[src/rtl/rk8e_db_channel.sv]
// rtl/rk8e_db_channel.sv - RK8-E data-break (DMA) channel; optional RK8E_DB_TIMEOUT_EN mem_ack watchdog
module rk8e_db_channel #(
  parameter int AW  = 15,
  parameter int DW  = 12,
  parameter int TMO = 64
) (
  input  logic          clk,
  input  logic          reset,
  input  logic          clear,
  input  logic          data_break,
  input  logic          to_disk,
  input  logic [AW-1:0] dmaAddr,
  input  logic [DW-1:0] dmaDOUT,
  input  logic          cpu_boundary,
  output logic          break_in_prog,
  output logic          db1,
  output logic [DW-1:0] dmaDIN,
  output logic [AW-1:0] mem_addr,
  output logic [DW-1:0] mem_wdata,
  output logic          mem_rd,
  output logic          mem_wr,
  input  logic [DW-1:0] mem_rdata,
  input  logic          mem_ack,
  output logic          db_done,
  output logic          db_err
);

  typedef enum logic [2:0] {IDLE, WAIT, RD, WR, FIN} state_t;

  state_t        state_q, state_d;
  logic          armed_q, armed_d;
  logic          db1_d, done_d, bip_d, rd_d, wr_d;
  logic [DW-1:0] din_d, wdata_d;
  logic [AW-1:0] addr_d;
  logic          tmo_hit;

`ifdef RK8E_DB_TIMEOUT_EN
  localparam int TW = $clog2(TMO + 1);

  logic [TW-1:0] tmo_cnt;
  logic          in_mem;

  assign in_mem  = (state_q == RD) || (state_q == WR);
  assign tmo_hit = in_mem && !mem_ack && (tmo_cnt == TW'(TMO - 1));

  // Watchdog counter: idles at zero outside RD/WR so every memory cycle starts fresh
  always_ff @(posedge clk or negedge reset) begin
    if (!reset)
      tmo_cnt <= '0;
    else if (clear || !in_mem)
      tmo_cnt <= '0;
    else
      tmo_cnt <= tmo_cnt + 1'b1;
  end

  // Sticky timeout flag, cleared only by reset or clear
  always_ff @(posedge clk or negedge reset) begin
    if (!reset)
      db_err <= 1'b0;
    else if (clear)
      db_err <= 1'b0;
    else if (tmo_hit)
      db_err <= 1'b1;
  end
`else
  assign tmo_hit = 1'b0;
  assign db_err  = 1'b0;
`endif

  // State and registered outputs; clear behaves exactly like reset but synchronously
  always_ff @(posedge clk or negedge reset) begin
    if (!reset) begin
      state_q       <= IDLE;
      armed_q       <= 1'b0;
      db1           <= 1'b0;
      db_done       <= 1'b0;
      break_in_prog <= 1'b0;
      mem_rd        <= 1'b0;
      mem_wr        <= 1'b0;
      dmaDIN        <= '0;
      mem_addr      <= '0;
      mem_wdata     <= '0;
    end else if (clear) begin
      state_q       <= IDLE;
      armed_q       <= 1'b0;
      db1           <= 1'b0;
      db_done       <= 1'b0;
      break_in_prog <= 1'b0;
      mem_rd        <= 1'b0;
      mem_wr        <= 1'b0;
      dmaDIN        <= '0;
      mem_addr      <= '0;
      mem_wdata     <= '0;
    end else begin
      state_q       <= state_d;
      armed_q       <= armed_d;
      db1           <= db1_d;
      db_done       <= done_d;
      break_in_prog <= bip_d;
      mem_rd        <= rd_d;
      mem_wr        <= wr_d;
      dmaDIN        <= din_d;
      mem_addr      <= addr_d;
      mem_wdata     <= wdata_d;
    end
  end

  // Next state and next register values; a request re-arms only after data_break is seen low
  always_comb begin
    state_d = state_q;
    armed_d = armed_q | ~data_break;
    db1_d   = 1'b0;
    done_d  = 1'b0;
    bip_d   = break_in_prog;
    rd_d    = mem_rd;
    wr_d    = mem_wr;
    din_d   = dmaDIN;
    addr_d  = mem_addr;
    wdata_d = mem_wdata;
    case (state_q)
      IDLE: begin
        if (data_break && armed_q)
          state_d = WAIT;
      end
      WAIT: begin
        if (!data_break) begin
          state_d = IDLE;
        end else if (cpu_boundary) begin
          addr_d  = dmaAddr;
          wdata_d = dmaDOUT;
          db1_d   = 1'b1;
          bip_d   = 1'b1;
          armed_d = 1'b0;
          if (to_disk) begin
            state_d = RD;
            rd_d    = 1'b1;
          end else begin
            state_d = WR;
            wr_d    = 1'b1;
          end
        end
      end
      RD: begin
        if (mem_ack) begin
          din_d   = mem_rdata;
          rd_d    = 1'b0;
          state_d = FIN;
        end else if (tmo_hit) begin
          rd_d    = 1'b0;
          state_d = FIN;
        end
      end
      WR: begin
        if (mem_ack || tmo_hit) begin
          wr_d    = 1'b0;
          state_d = FIN;
        end
      end
      FIN: begin
        done_d  = 1'b1;
        bip_d   = 1'b0;
        rd_d    = 1'b0;
        wr_d    = 1'b0;
        state_d = IDLE;
      end
      default: begin
        state_d = IDLE;
        rd_d    = 1'b0;
        wr_d    = 1'b0;
        bip_d   = 1'b0;
      end
    endcase
  end

endmodule

[config.mk]
export PLATFORM = sky130hd
export DESIGN_NAME = rk8e_db_channel
export DESIGN_NICKNAME = d
export VERILOG_FILES = /design/src/rtl/rk8e_db_channel.sv
export SDC_FILE = /design/constraint.sdc
export NUM_CORES = 1
export LEC_CHECK = 0
export ABC_AREA = 0
export CORE_ASPECT_RATIO = 1.4
export CORE_MARGIN = 2
export CORE_UTILIZATION = 31
export CTS_BUF_LIST = sky130_fd_sc_hd__clkbuf_16
export DETAILED_ROUTE_END_ITERATION = 7
export DONT_BUFFER_PORTS = 1
export PLACE_DENSITY = 0.48
export SYNTH_ARGS = -nofsm -noshare
export SYNTH_HDL_FRONTEND = slang
export SYNTH_SLANG_ARGS = --single-unit
[constraint.sdc]
create_clock -name clk -period 1.9 [get_ports clk]
set_input_delay 0.19 -clock clk [delete_from_list [all_inputs] [get_ports clk]]
set_output_delay 0.19 -clock clk [all_outputs]
set_load 0.03 [all_outputs]
# After elaboration in Yosys (flattened, before gate mapping)
# Cells that the tools add are included.
[totals] regBits=48 in_bits=46 out_inout_bits=45 wordCells=88
[op_classes] eq_ne=16 muxes=43 bitwise=2 n_reduce_logical=17
[op_table] operator="$mux 12" n=7
[op_table] operator="$mux 15" n=4
[op_table] operator="$mux 1" n=23
[op_table] operator="$ne 3x3->1 const B" n=7
[op_table] operator="$mux 3" n=5
[op_table] operator="$reduce_and 5->1" n=2
[op_table] operator="$reduce_bool 2->1" n=5
[op_table] operator="$pmux 3 s3" n=1
[op_table] operator="$reduce_and 3->1" n=3
[op_table] operator="$eq 3x2->1 const B" n=2
[op_table] operator="$ne 2x1->1 const B" n=3
[op_table] operator="$pmux 1 s3" n=2
[op_table] operator="$reduce_or 2->1" n=3
[op_table] operator="$ne 4x4->1 const B" n=1
[op_table] operator="$eq 3x1->1 const B" n=1
[op_table] operator="$eq 3x3->1 const B" n=1
[op_table] operator="$logic_not 3->1" n=1
[op_table] operator="$ne 3x1->1 const B" n=1
[op_table] operator="$reduce_or 3->1" n=1
[op_table] operator="$pmux 1 s2" n=1
[op_table] operator="$reduce_and 2->1" n=1
[op_table] operator="$logic_and 1x1->1" n=1
[op_table] operator="$not 1->1" n=1
[op_table] operator="$or 1x1->1" n=1

# Depth between registers and ports, before layout
[logic_depth] ltp_word=6 mapped_depth=5 depth_no_buf=3

# Worst setup path before layout
# OpenSTA, ideal clock, no wires.
[synth_timing] kind="register to register" from="reg state_q[0]" to="reg dmaDIN[10]" arrival_ns=1.295 required_time_ns=1.834 path_slack_ns=0.538 stages_incl_launch_ff=6 synth_period_minus_slack_ns=1.362 cell_sequence="dfrtp_1 -> buf_4 -> or3_1 -> nor2_2 -> buf_4 -> a22o_1"
[synth_via] elab_chain_len=3
[synth_rtl] element="start, declared" line_no="30" rtl="state_t state_q, state_d;"
[synth_rtl] element="start signal, assigned" line_no="95" rtl="state_q <= state_d;"
[synth_rtl] element="$eq 3x2->1" line_no="120" rtl="case (state_q)"
[synth_rtl] element="$reduce_bool 2->1 (no line)"
[synth_rtl] element="$reduce_and 2->1 (no line)"
[synth_rtl] element="end signal, assigned" line_no="102" rtl="dmaDIN <= din_d;"
[synth_rtl] element="end, declared" line_no="17" rtl="output logic [DW-1:0] dmaDIN,"
# No other way between the ends.
# A chain may end at the register's enable or synchronous reset.

# Worst setup path after layout
[layout_timing] from="reg state_q[0]" to="reg dmaDIN[9]"
# Same word-level chain as after synthesis.

==> flow_summary_export.csv <==
group,metric,value,unit
sta,grt_setup_unrepaired,"no",
logic_synthesis,postSynthCellCount,133,
floorplanning,die_h,95.94,um
worst_setup_path,r2r_slack,0.29,ns
global_route,grt_max_degree,49,
clock_tree,clockBufferDepth,2,
logic_synthesis,netlist_area,1872,um2
sta,finalCriticalPeriod,1.606,ns
placement,placed_area,1887,um2
cells_and_area,syn_to_final_growth,11.43,%
global_route,track_usage,11.43,%
sta,max_clock_freq,622.8,MHz
clock_tree,cts_setup_buffers,0,
clock_tree,clk_latency,0.28,ns
floorplanning,rows,33,
sta,clock_skew,0.003824,ns
floorplanning,ios,91,
cells_and_area,design_area,2086,um2
sta,timing.final.crit_share,84.50,%
logic_synthesis,synth_seq_cells,48,
run,cap_violations,0,
pwr,power_density,940.4,nW/um2
worst_setup_path,critical_path.max_fanout,12,
cells_and_area,drive_above_1_share,11.76,%
route,route.detailed.drc,0,
cells_and_area,fill_cells,571,
logic_synthesis,yosysTopAreaCell,"dfrtp_1",
floorplanning,start_util,31.92,%
clock_tree,cts.clk_slew.worst_paths,0.06,ns
logic_synthesis,syn_area_per_cell,14.07,um2
sta,slew_headroom,60.12,%
placement,gp_congestion,0.7750,
hold_path,hold_class,"in -> reg",
logic_synthesis,synth_simple_gate_area_share,7.620,%
worst_setup_path,crit_type,"reg -> reg",
logic_synthesis,synth_area_leaders,"dfrtp_1 (64%), a22o_1 (18%), buf_4 (2.0%)",
logic_synthesis,synth_nets,179,
hold_path,whs_path_depth,1,
sta,drv_slew,0,
logic_synthesis,yosys_warnings,0,
sta,fin_setup_tns,0,ns
cells_and_area,multi_input_area,583.1,um2
status,status,"finished clean",
pwr,ir_worst_vdd,0.4274,mV
cells_and_area,instances_no_fill,206,
placement,placed_cells_incl_taps,195,
logic_synthesis,yosys.area.top_type_share,64.17,%
cells_and_area,n_antenna_cell,0,
global_route,grt_overflow,0,
clock_tree,cts_tree,"done",
clock_tree,cts_buffers,5,
pwr,p_leak,0.0009733,uW
logic_synthesis,yosysSeqAreaShare,64.17,%
logic_synthesis,ys.flop_type,"dfrtp_1",
logic_synthesis,synth_mux_area_share,0,%
worst_setup_path,startpoint_type,"flip-flop",
logic_synthesis,synth_top_family_by_area,"compound AO/OA/AOI/OAI gates",
global_route,grt_pass1_vias,1111,
floorplanning,die_area,6684,um2
cells_and_area,seqCellArea,1201,um2
route,wl,3835,um
cells_and_area,nets,182,
route,postRouteAntennaNets,0,
route,via_per_inst,5.597,
clock_tree,cts_sinks,48,
worst_setup_path,required,2.12,ns
worst_setup_path,crit_arrival,1.82,ns
sta,worst_pin_slew,0.5981,ns
logic_synthesis,synth_edf_count,0,
hold_path,hold_path_end,"mem_wdata[4]",
route,wl_per_cell,18.62,um
global_route,grt_antenna_before_repair,0,
placement,dpl.hpwl,2573,um
route,vias,1153,
logic_synthesis,async_flop_share,100.0,%
sta,fin_hold_ws,0.03918,ns
floorplanning,core_area,5863,um2
logic_synthesis,synth.distinct_cells,33,
route,first_pass_iters,4,
global_route,grt_pass1_wl,5713,um
pwr,total_power,1961,uW
clock_tree,htree_levels,2,
sta,hold_viol_final,0,
logic_synthesis,synthXorXnorAreaFrac,0,%
worst_setup_path,r2r_cells,3,
worst_setup_path,rr_startpoint,"state_q[0]",
floorplanning,die_w,69.67,um
worst_setup_path,r2r_end,"dmaDIN[9]",
logic_synthesis,yosys.area_share.adder,0,%
sta,setup-violations-final,0,
placement,portBuffers,0,
worst_setup_path,cp-end-kind,"flip-flop",
clock_tree,cts-root-buf,"clkbuf_16",
hold_path,hold_start,"dmaDOUT[4]",
logic_synthesis,synth_compound_area_share,22.93,%
route,detail_route.iter0.violations,32,
[layout by cell type (no fill, tap or decap), drive strengths merged]
master       count
nor2b            1
or3              1
a21oi            2
a21boi           1
nand2            2
o211ai           1
a32oi            1
nand4b           1
buf              2
or2b             1
inv              5
o2111ai          1
nor3             1
dlygate4sd3      3
clkinv           1
and4b            1
clkbuf           5
or3b             1
nor4             1
nor2             9
or2              1
nand3            1
conb             1
dfrtp           48
a211oi           1
o22ai            1
o221a            1
nor4b            1
a22o            39
a41oi            1
[area by class of cell]
cell class	count	share of cell area, %
sequential	48	57.59
multi-input combinational	72	27.95
clock buffer	5	5.999
tap	70	4.199
timing repair buffer	5	3.119
inverter	4	0.7199
clock inverter	2	0.4199
[synthesized netlist by cell type, types with 2 or more instances]
| library cell | instances |
|---|---|
| dfrtp_1 | 48 |
| buf_4 | 5 |
| a22o_1 | 39 |
| buf_6 | 2 |
| nand2_1 | 2 |
| nor2_1 | 7 |
| inv_1 | 4 |
[report_power, final]
part,switching [uW],total [uW],internal (uW)
logic,55.0,84.9,29.9
clock network,336,808,473
registers,33.3,1070,1030
[metal layers]
metal / global-route usage, % / routed length, um / vias up
met5: 0 / 0 / -
met4: 5.449 / 59 / 0
met3: 5.969 / 410 / 5
met2: 17.23 / 1819 / 76
met1: 13.54 / 1545 / 566
li1: - / - / 506
[metrics by stage]
| stage | worst slack, ns | utilization, % |
|---|---|---|
| 2_1_floorplan | 0.5384 | - |
| 3_3_place_gp | 0.2629 | 32.18 |
| 3_5_place_dp | 0.1195 | 32.18 |
| 4_1_cts | 0.09883 | 35.45 |
| 5_1_grt | 0.1812 | 35.57 |
| 6_report | 0.2944 | 35.57 |
[sequential cells by signal (all words and copies together), names as in the netlist]
register       flops
mem_addr          15
dmaDIN            12
mem_wdata         12
state_q            3
armed_q            1
break_in_prog      1
db1                1
db_done            1
mem_rd             1
mem_wr             1
[repair_timing]
| item | CTS | global route |
|---|---|---|
| hold endpoints to repair | 50 | 0 |
| hold buffers | 4 | 0 |
| setup endpoints to repair | 0 | 12 |
| resized for setup | 0 | 1 |
[worst max-delay path: stages (launching register included)]
cell	delay, ns
dfrtp_1	0.48
or3_1	0.43
nor2_2	0.42
a22o_1	0.21
[how the worst max path moves through the flow]
| stage | startpoint | end | slack, ns | depth (start not counted) |
|---|---|---|---|---|
| after floorplan | state_q[0] | dmaDIN[10] | 0.54 | 5 |
| after global placement | state_q[2] | dmaDIN[10] | 0.26 | 3 |
| after detailed placement | state_q[0] | dmaDIN[9] | 0.12 | 3 |
| after CTS | state_q[0] | dmaDIN[9] | 0.1 | 3 |
| after global routing | state_q[0] | dmaDIN[5] | 0.18 | 3 |
| final | state_q[0] | dmaDIN[9] | 0.29 | 3 |
[logic make-up after synthesis]
group | after synthesis
compound gates | 49
other cells | 1
flops | 48
buf+inv | 13
simple gates | 22
Note: power is estimated with default switching activity, not from simulation.
